File: src/rtl/rr_arbiter_4.sv
// Four-way round-robin arbiter. Each grant is followed by one idle cycle, and
// a grant is revoked when the requester has held it for HOLD_MAX cycles.
module rr_arbiter_4 #(
    parameter int unsigned HOLD_MAX = 8
) (
    input  logic       clk,
    input  logic       rst_n,
    input  logic       en,
    input  logic [3:0] req,
    input  logic       done,
    output logic [3:0] gnt,
    output logic [1:0] gnt_idx,
    output logic       gnt_vld,
    output logic       timeout
);

    localparam logic S_IDLE  = 1'b0;
    localparam logic S_GRANT = 1'b1;
    localparam logic [7:0] HOLD_LIM = 8'(HOLD_MAX);

    logic       state_q, state_d;
    logic [1:0] ptr_q, ptr_d;
    logic [7:0] cnt_q, cnt_d;
    logic [1:0] gnt_idx_q, gnt_idx_d;
    logic [3:0] gnt_q, gnt_d;
    logic       timeout_q, timeout_d;

    logic       pick_vld;
    logic [1:0] pick_idx;
    logic [1:0] cand;
    logic       expire;
    logic       rel;

    // First set request found when scanning upward from the priority pointer.
    always_comb begin
        pick_vld = 1'b0;
        pick_idx = ptr_q;
        cand     = ptr_q;
        for (int unsigned i = 0; i < 4; i++) begin
            cand = ptr_q + 2'(i);
            if (!pick_vld && req[cand]) begin
                pick_vld = 1'b1;
                pick_idx = cand;
            end
        end
    end

    assign expire = (cnt_q == HOLD_LIM);
    assign rel    = done || !req[gnt_idx_q] || !en || expire;

    always_comb begin
        state_d   = state_q;
        ptr_d     = ptr_q;
        cnt_d     = cnt_q;
        gnt_idx_d = gnt_idx_q;
        gnt_d     = gnt_q;
        timeout_d = 1'b0;
        if (state_q == S_IDLE) begin
            if (en && pick_vld) begin
                state_d   = S_GRANT;
                gnt_idx_d = pick_idx;
                gnt_d     = 4'b0001 << pick_idx;
                cnt_d     = 8'd1;
            end
        end else begin
            if (rel) begin
                state_d   = S_IDLE;
                ptr_d     = gnt_idx_q + 2'd1;
                gnt_d     = '0;
                // Timeout flags only a pure expiry, not a coincident release.
                timeout_d = expire && !done && req[gnt_idx_q] && en;
            end else begin
                cnt_d = cnt_q + 8'd1;
            end
        end
    end

    always_ff @(posedge clk or negedge rst_n) begin
        if (!rst_n) begin
            state_q   <= S_IDLE;
            ptr_q     <= '0;
            cnt_q     <= '0;
            gnt_idx_q <= '0;
            gnt_q     <= '0;
            timeout_q <= 1'b0;
        end else begin
            state_q   <= state_d;
            ptr_q     <= ptr_d;
            cnt_q     <= cnt_d;
            gnt_idx_q <= gnt_idx_d;
            gnt_q     <= gnt_d;
            timeout_q <= timeout_d;
        end
    end

    assign gnt     = gnt_q;
    assign gnt_idx = gnt_idx_q;
    assign gnt_vld = state_q;
    assign timeout = timeout_q;

endmodule

File: config.mk
export PLATFORM = sky130hd
export DESIGN_NAME = rr_arbiter_4
export DESIGN_NICKNAME = d
export VERILOG_FILES = /design/src/rtl/rr_arbiter_4.sv
export SDC_FILE = /design/constraint.sdc
export NUM_CORES = 1
export LEC_CHECK = 0
export ABC_AREA = 1
export CAP_MARGIN = 20
export CORE_ASPECT_RATIO = 1.1
export CORE_UTILIZATION = 53
export DETAILED_ROUTE_END_ITERATION = 8
export GPL_TIMING_DRIVEN = 0
export PLACE_DENSITY = 0.88
export SETUP_SLACK_MARGIN = 0.5
export SYNTH_ARGS = -nofsm -noshare
export SYNTH_HDL_FRONTEND = slang
export SYNTH_SLANG_ARGS = --single-unit
File: constraint.sdc
create_clock -name clk -period 3.8 [get_ports clk]
set_input_delay 0.57 -clock clk [delete_from_list [all_inputs] [get_ports clk]]
set_output_delay 0.57 -clock clk [all_outputs]
set_load 0.1 [all_outputs]
### After elaboration in Yosys (flattened, before gate mapping)

Index checks and enable logic that the tools add are counted.

* reductions and logical operators: 21
* shifts and indexed selects: 1
* add/sub/neg operators: 5
* equality and inequality tests: 3
* order comparisons: 5
* bitwise operators: 1
* muxes and demuxes: 28

Operators with widths (number)
* 8-bit two-way mux: 3
* 2-bit by 3-bit < comparator with 1-bit output, second input constant: 5
* 1-bit two-way mux: 14
* 4-bit two-way mux: 3
* 1-bit binary-select mux with 2-bit select: 5
* 8-bit by 1-bit adder with 8-bit output, second input constant: 1
* 8-bit by 4-bit == test with 1-bit output, second input constant: 1
* 2-bit AND reduction: 4
* 1-bit logical AND: 7
* 1-bit logical NOT: 6
* 2-bit two-way mux: 3
* 2-bit by 1-bit adder with 2-bit output, second input constant: 2
* 2-bit adder, second input constant: 2
* 1-bit by 2-bit left shift with 4-bit output, first input constant: 1
* 1-bit logical OR: 3
* 2-bit by 1-bit inequality test with 1-bit output, second input constant: 1
* 2-bit inequality test, second input constant: 1
* 2-bit nonzero test: 1
* 1-bit NOT: 1

* output and inout port bits: 8
* register bits: 18
* bits of input ports: 8
* word-level logic and storage cells: 70

### Depth between registers and ports, before layout

* depth after elaboration: 15
* depth in mapped cells: 14
* mapped depth without buffers: 13

### Worst setup path before layout

Ideal clock, no wire load.

* path kind: register -> register
* start: register gnt_idx_q[1], in the netlist gnt_idx[1]
* end: register cnt_q[2]
* required time: 3.683 ns
* path slack: 1.763 ns
* buffers on the path: 0
* period minus slack after synthesis: 2.037 ns
* arrival time: 1.920 ns
* library setup time: 0.117 ns
* stages on the path, launching flop included: 12
* path through: dfrtp_1 > inv_1 > nand3_1 > nand3_1 > inv_1 > nand2_1 > inv_2 > nand2_1 > inv_2 > nand3_1 > nand2_1 > nor2_1

* cells in the longest elaborated chain, start to end: 8

Ends and longest elaborated chain
* from (decl): RTL line 24 `logic [1:0] gnt_idx_q, gnt_idx_d;`
* from (signal assigned): RTL line 90 `gnt_idx_q <= gnt_idx_d;`
* 1-bit binary-select mux with 2-bit select: RTL line 49 `assign rel = done || !req[gnt_idx_q] || !en || expire;`
* 1-bit two-way mux (not written as such): RTL line 49
* 1-bit logical NOT: RTL line 49
* 1-bit logical OR (3 in series): RTL line 49
* 2-bit inequality test (no source line)
* 2-bit AND reduction (no source line)
* to (signal assigned): RTL line 89 `cnt_q <= cnt_d;`
* to (decl): RTL line 23 `logic [7:0] cnt_q, cnt_d;`

Every way passes these cells. The select of a mux whose other input is x is not followed.
A chain may end at the register's enable or synchronous reset.

### Final worst setup path

* start: register state_q, in the netlist gnt_vld
* end: output port gnt_vld

RTL lines
* from (decl): RTL line 21 `logic state_q, state_d;`
* from (signal assigned): RTL line 87 `state_q <= state_d;`
* to (decl): RTL line 13 `output logic gnt_vld,`

No word-level cell between the ends.

==> results_dict.tcl <==
set metrics [dict create \
    synth.distinct_cells 29 \
    async_flop_share 1.00 \
    critPathBufInv 1 \
    routed_via_density 5.14 \
    cp_slowest_cell "clkdlybuf4s50_1" \
    clk_latency_ns 0.30 \
    coreArea_um2 2500 \
    rows 19 \
    portBuffers 15 \
    cp-start-kind "flop" \
    ir_drop_mv 0.569 \
    reg2reg_depth 13 \
    dieArea_um2 2820 \
    cts_tree "built" \
    holdPathStages 2 \
    yosysMostFrequentCell "nand2_1" \
    dp_hpwl_mm 2.12 \
    syn_inst 201 \
    vias 1289 \
    wl_mm 2.79 \
    p_leak_nw 0.810 \
    grt_pass1_wl_mm 4.86 \
    fmax_mhz 403 \
    io_pins 16 \
    syn_nets 211 \
    cts.path.max_buffers 2 \
    synth_commonest_cells "74 x nand2_1, 24 x nand3_1, 18 x dfrtp_1" \
    die_w_um 50.7 \
    cp.arrival_ns 1.91 \
    hold_path.class "reg -> reg" \
    drv_cap 0 \
    wl_per_cell_um 11.1 \
    netlist_area_um2 1390 \
    cts_buffers 3 \
    drive_above_1_share 0.168 \
    yosysTopAreaCellShare 0.325 \
    rsz0062_at_grt "false" \
    place.gp.congestion 0.821 \
    grt.total_usage 0.222 \
    finalSetupViolCount 0 \
    ys_ff_latch 18 \
    die_y_um 55.6 \
    path_clk_slew_ns 0.11 \
    synth-main-ff-cell "dfrtp_1" \
    grt_start_max_net_pins 19 \
    antenna_found_initial 0 \
    final_nets 231 \
    synth_edf_count 0 \
    seq_area_frac_synth 0.325 \
    skew_ns 0.00680 \
    crit_chain "clkdlybuf4s50_1" \
    finalHoldViolations 0 \
    start_util 0.555 \
    first_global_vias 1152 \
    power_density_nw_per_um2 857 \
    clockRootBuffer "clkbuf_4" \
    cp.required_ns 3.23 \
    yosysTopAreaCell "dfrtp_1" \
    fin_tns_setup_ns 0 \
    max_slew_margin 0.356 \
    worstMarginPinSlew_ns 0.963 \
    yosys-top-cells-area "dfrtp_1 33%, nand2_1 20%, nand3_1 8.7%" \
    cp-end-kind "output port" \
    area_delta_synth_final_pct 16.3 \
    crit_fanout 5 \
    ant_nets 0 \
    drv_slew 0 \
    crit_path_max_incr_delay_ns 1.16 \
    cts_setup_buffers 0 \
    min_period_over_period 0.653 \
    holdWs_ns 0.494 \
    antenna_cells 0 \
    clock-sinks 18 \
    fin_crit_ns 2.48 \
    setup.worst_path.class "reg -> out" \
    grt_overflow 0 \
    status "finished clean" \
    syn_area_per_cell_um2 6.89 \
    cp_top_family "buffers and inverters" \
    worst-path-stages 1 \
    nFillCells 211 \
    cts_resized 0 \
    drt_first_pass_iters 4 \
    drc 0 \
    yosysWarnings 0 \
    initialDrtViolationCount 37 \
    htreeDepth 1 \
    hold_buffers 0 \
]
-- through the flow --
step / power [mW] / setup WS [ns] / util / cells / instance area [µm²]
floorplan: 1.08 / 1.76 / - / 201 / 1390
global placement: 1.25 / 1.59 / 0.631 / 247 / 1570
detailed placement: 1.27 / 1.55 / 0.631 / 247 / 1570
CTS: 1.39 / 1.31 / 0.645 / 251 / 1610
global route: 1.50 / 1.27 / 0.645 / 251 / 1610
finish: 1.38 / 1.32 / 0.645 / 251 / 1610
-- state kept, by name (all words and copies together) (netlist names) --
signal	cells
gnt_idx	2
gnt_vld	1
gnt	4
ptr_q	2
timeout	1
cnt_q	8
-- worst reg2reg max path, stage by stage, from the launching register on --
cell and delay [ns]:
dfrtp_1 0.37, buf_4 0.17, inv_4 0.11, nand2_1 0.08, nand2_2 0.13, nand2_1 0.06, nand2_1 0.11, nand3_1 0.14
inv_2 0.08, nand2_1 0.04, nand3_1 0.07, nand2_1 0.09, nand2_1 0.08, nand2_1 0.05
-- routing by layer --
| metal | up-vias | wire (µm) | share of wire | global-route usage |
|---|---|---|---|---|
| li1 | 673 | - | - | - |
| met1 | 594 | 1240 | 0.45 | 0.285 |
| met2 | 18 | 1440 | 0.52 | 0.385 |
| met3 | 4 | 66 | 0.024 | 0.0246 |
| met4 | 0 | 35 | 0.013 | 0.0714 |
| met5 | - | 0 | 0 | 0 |
-- placed cells by master, fill, tap and decap left out, drive strengths merged, types with 2 or more instances in the layout --
cell type | netlist | routed
nand3 | 27 | 27
nand4 | 5 | 5
dfrtp | 18 | 18
nand2 | 87 | 87
ha | 2 | 2
clkbuf | 0 | 4
xor2 | 2 | 2
buf | 3 | 3
clkdlybuf4s50 | 0 | 15
o21ai | 9 | 9
nor3 | 2 | 2
nor2 | 17 | 17
a21oi | 2 | 2
inv | 24 | 24
-- final cells by class --
cell class	count	area [µm²]	area share
tap	31	38.8	0.0241
multi-input combinational	155	810	0.503
buffer	3	26.3	0.0163
clock buffer	4	36.3	0.0225
inverter	25	98.8	0.0614
timing repair buffer	15	150	0.0932
sequential	18	450	0.280
-- where the power goes --
group	internal, mW	switching [mW]
Sequential	0.241	0.0484
Combinational	0.285	0.687
Clock	0.0584	0.0608
-- cells by family (layout without fill, tap and decap cells) --
kind of cell | count (synthesis) | after routing | share of synthesized area
xor gates and xnor gates | 2 | 2 | 0.0126
adders and majority gates | 2 | 2 | 0.0181
AOI/OAI and AO/OA | 13 | 13 | 0.0524
DFF | 18 | 18 | 0.325
and+or+nand+nor | 138 | 138 | 0.501
buffers and inverters | 28 | 47 | 0.0903
-- path summary, 6_finish.rpt --
| check | startpoint | end | slack [ns] |
|---|---|---|---|
| max | gnt_vld$_DFF_PN0_ | gnt_vld | 1.32 |
| min | gnt[0]$_DFFE_PN0P_ | gnt[0]$_DFFE_PN0P_ | 0.49 |
| max reg2reg | ptr_q[1]$_DFFE_PN0P_ | gnt[3]$_DFFE_PN0P_ | 2.11 |
| min reg2reg | gnt[0]$_DFFE_PN0P_ | gnt[0]$_DFFE_PN0P_ | 0.49 |
| max in group asynchronous | rst_n | gnt[1]$_DFFE_PN0P_ | 2.58 |
| min in group asynchronous | rst_n | cnt_q[5]$_DFFE_PN0P_ | 0.72 |
(Power assumes the default switching activity.)
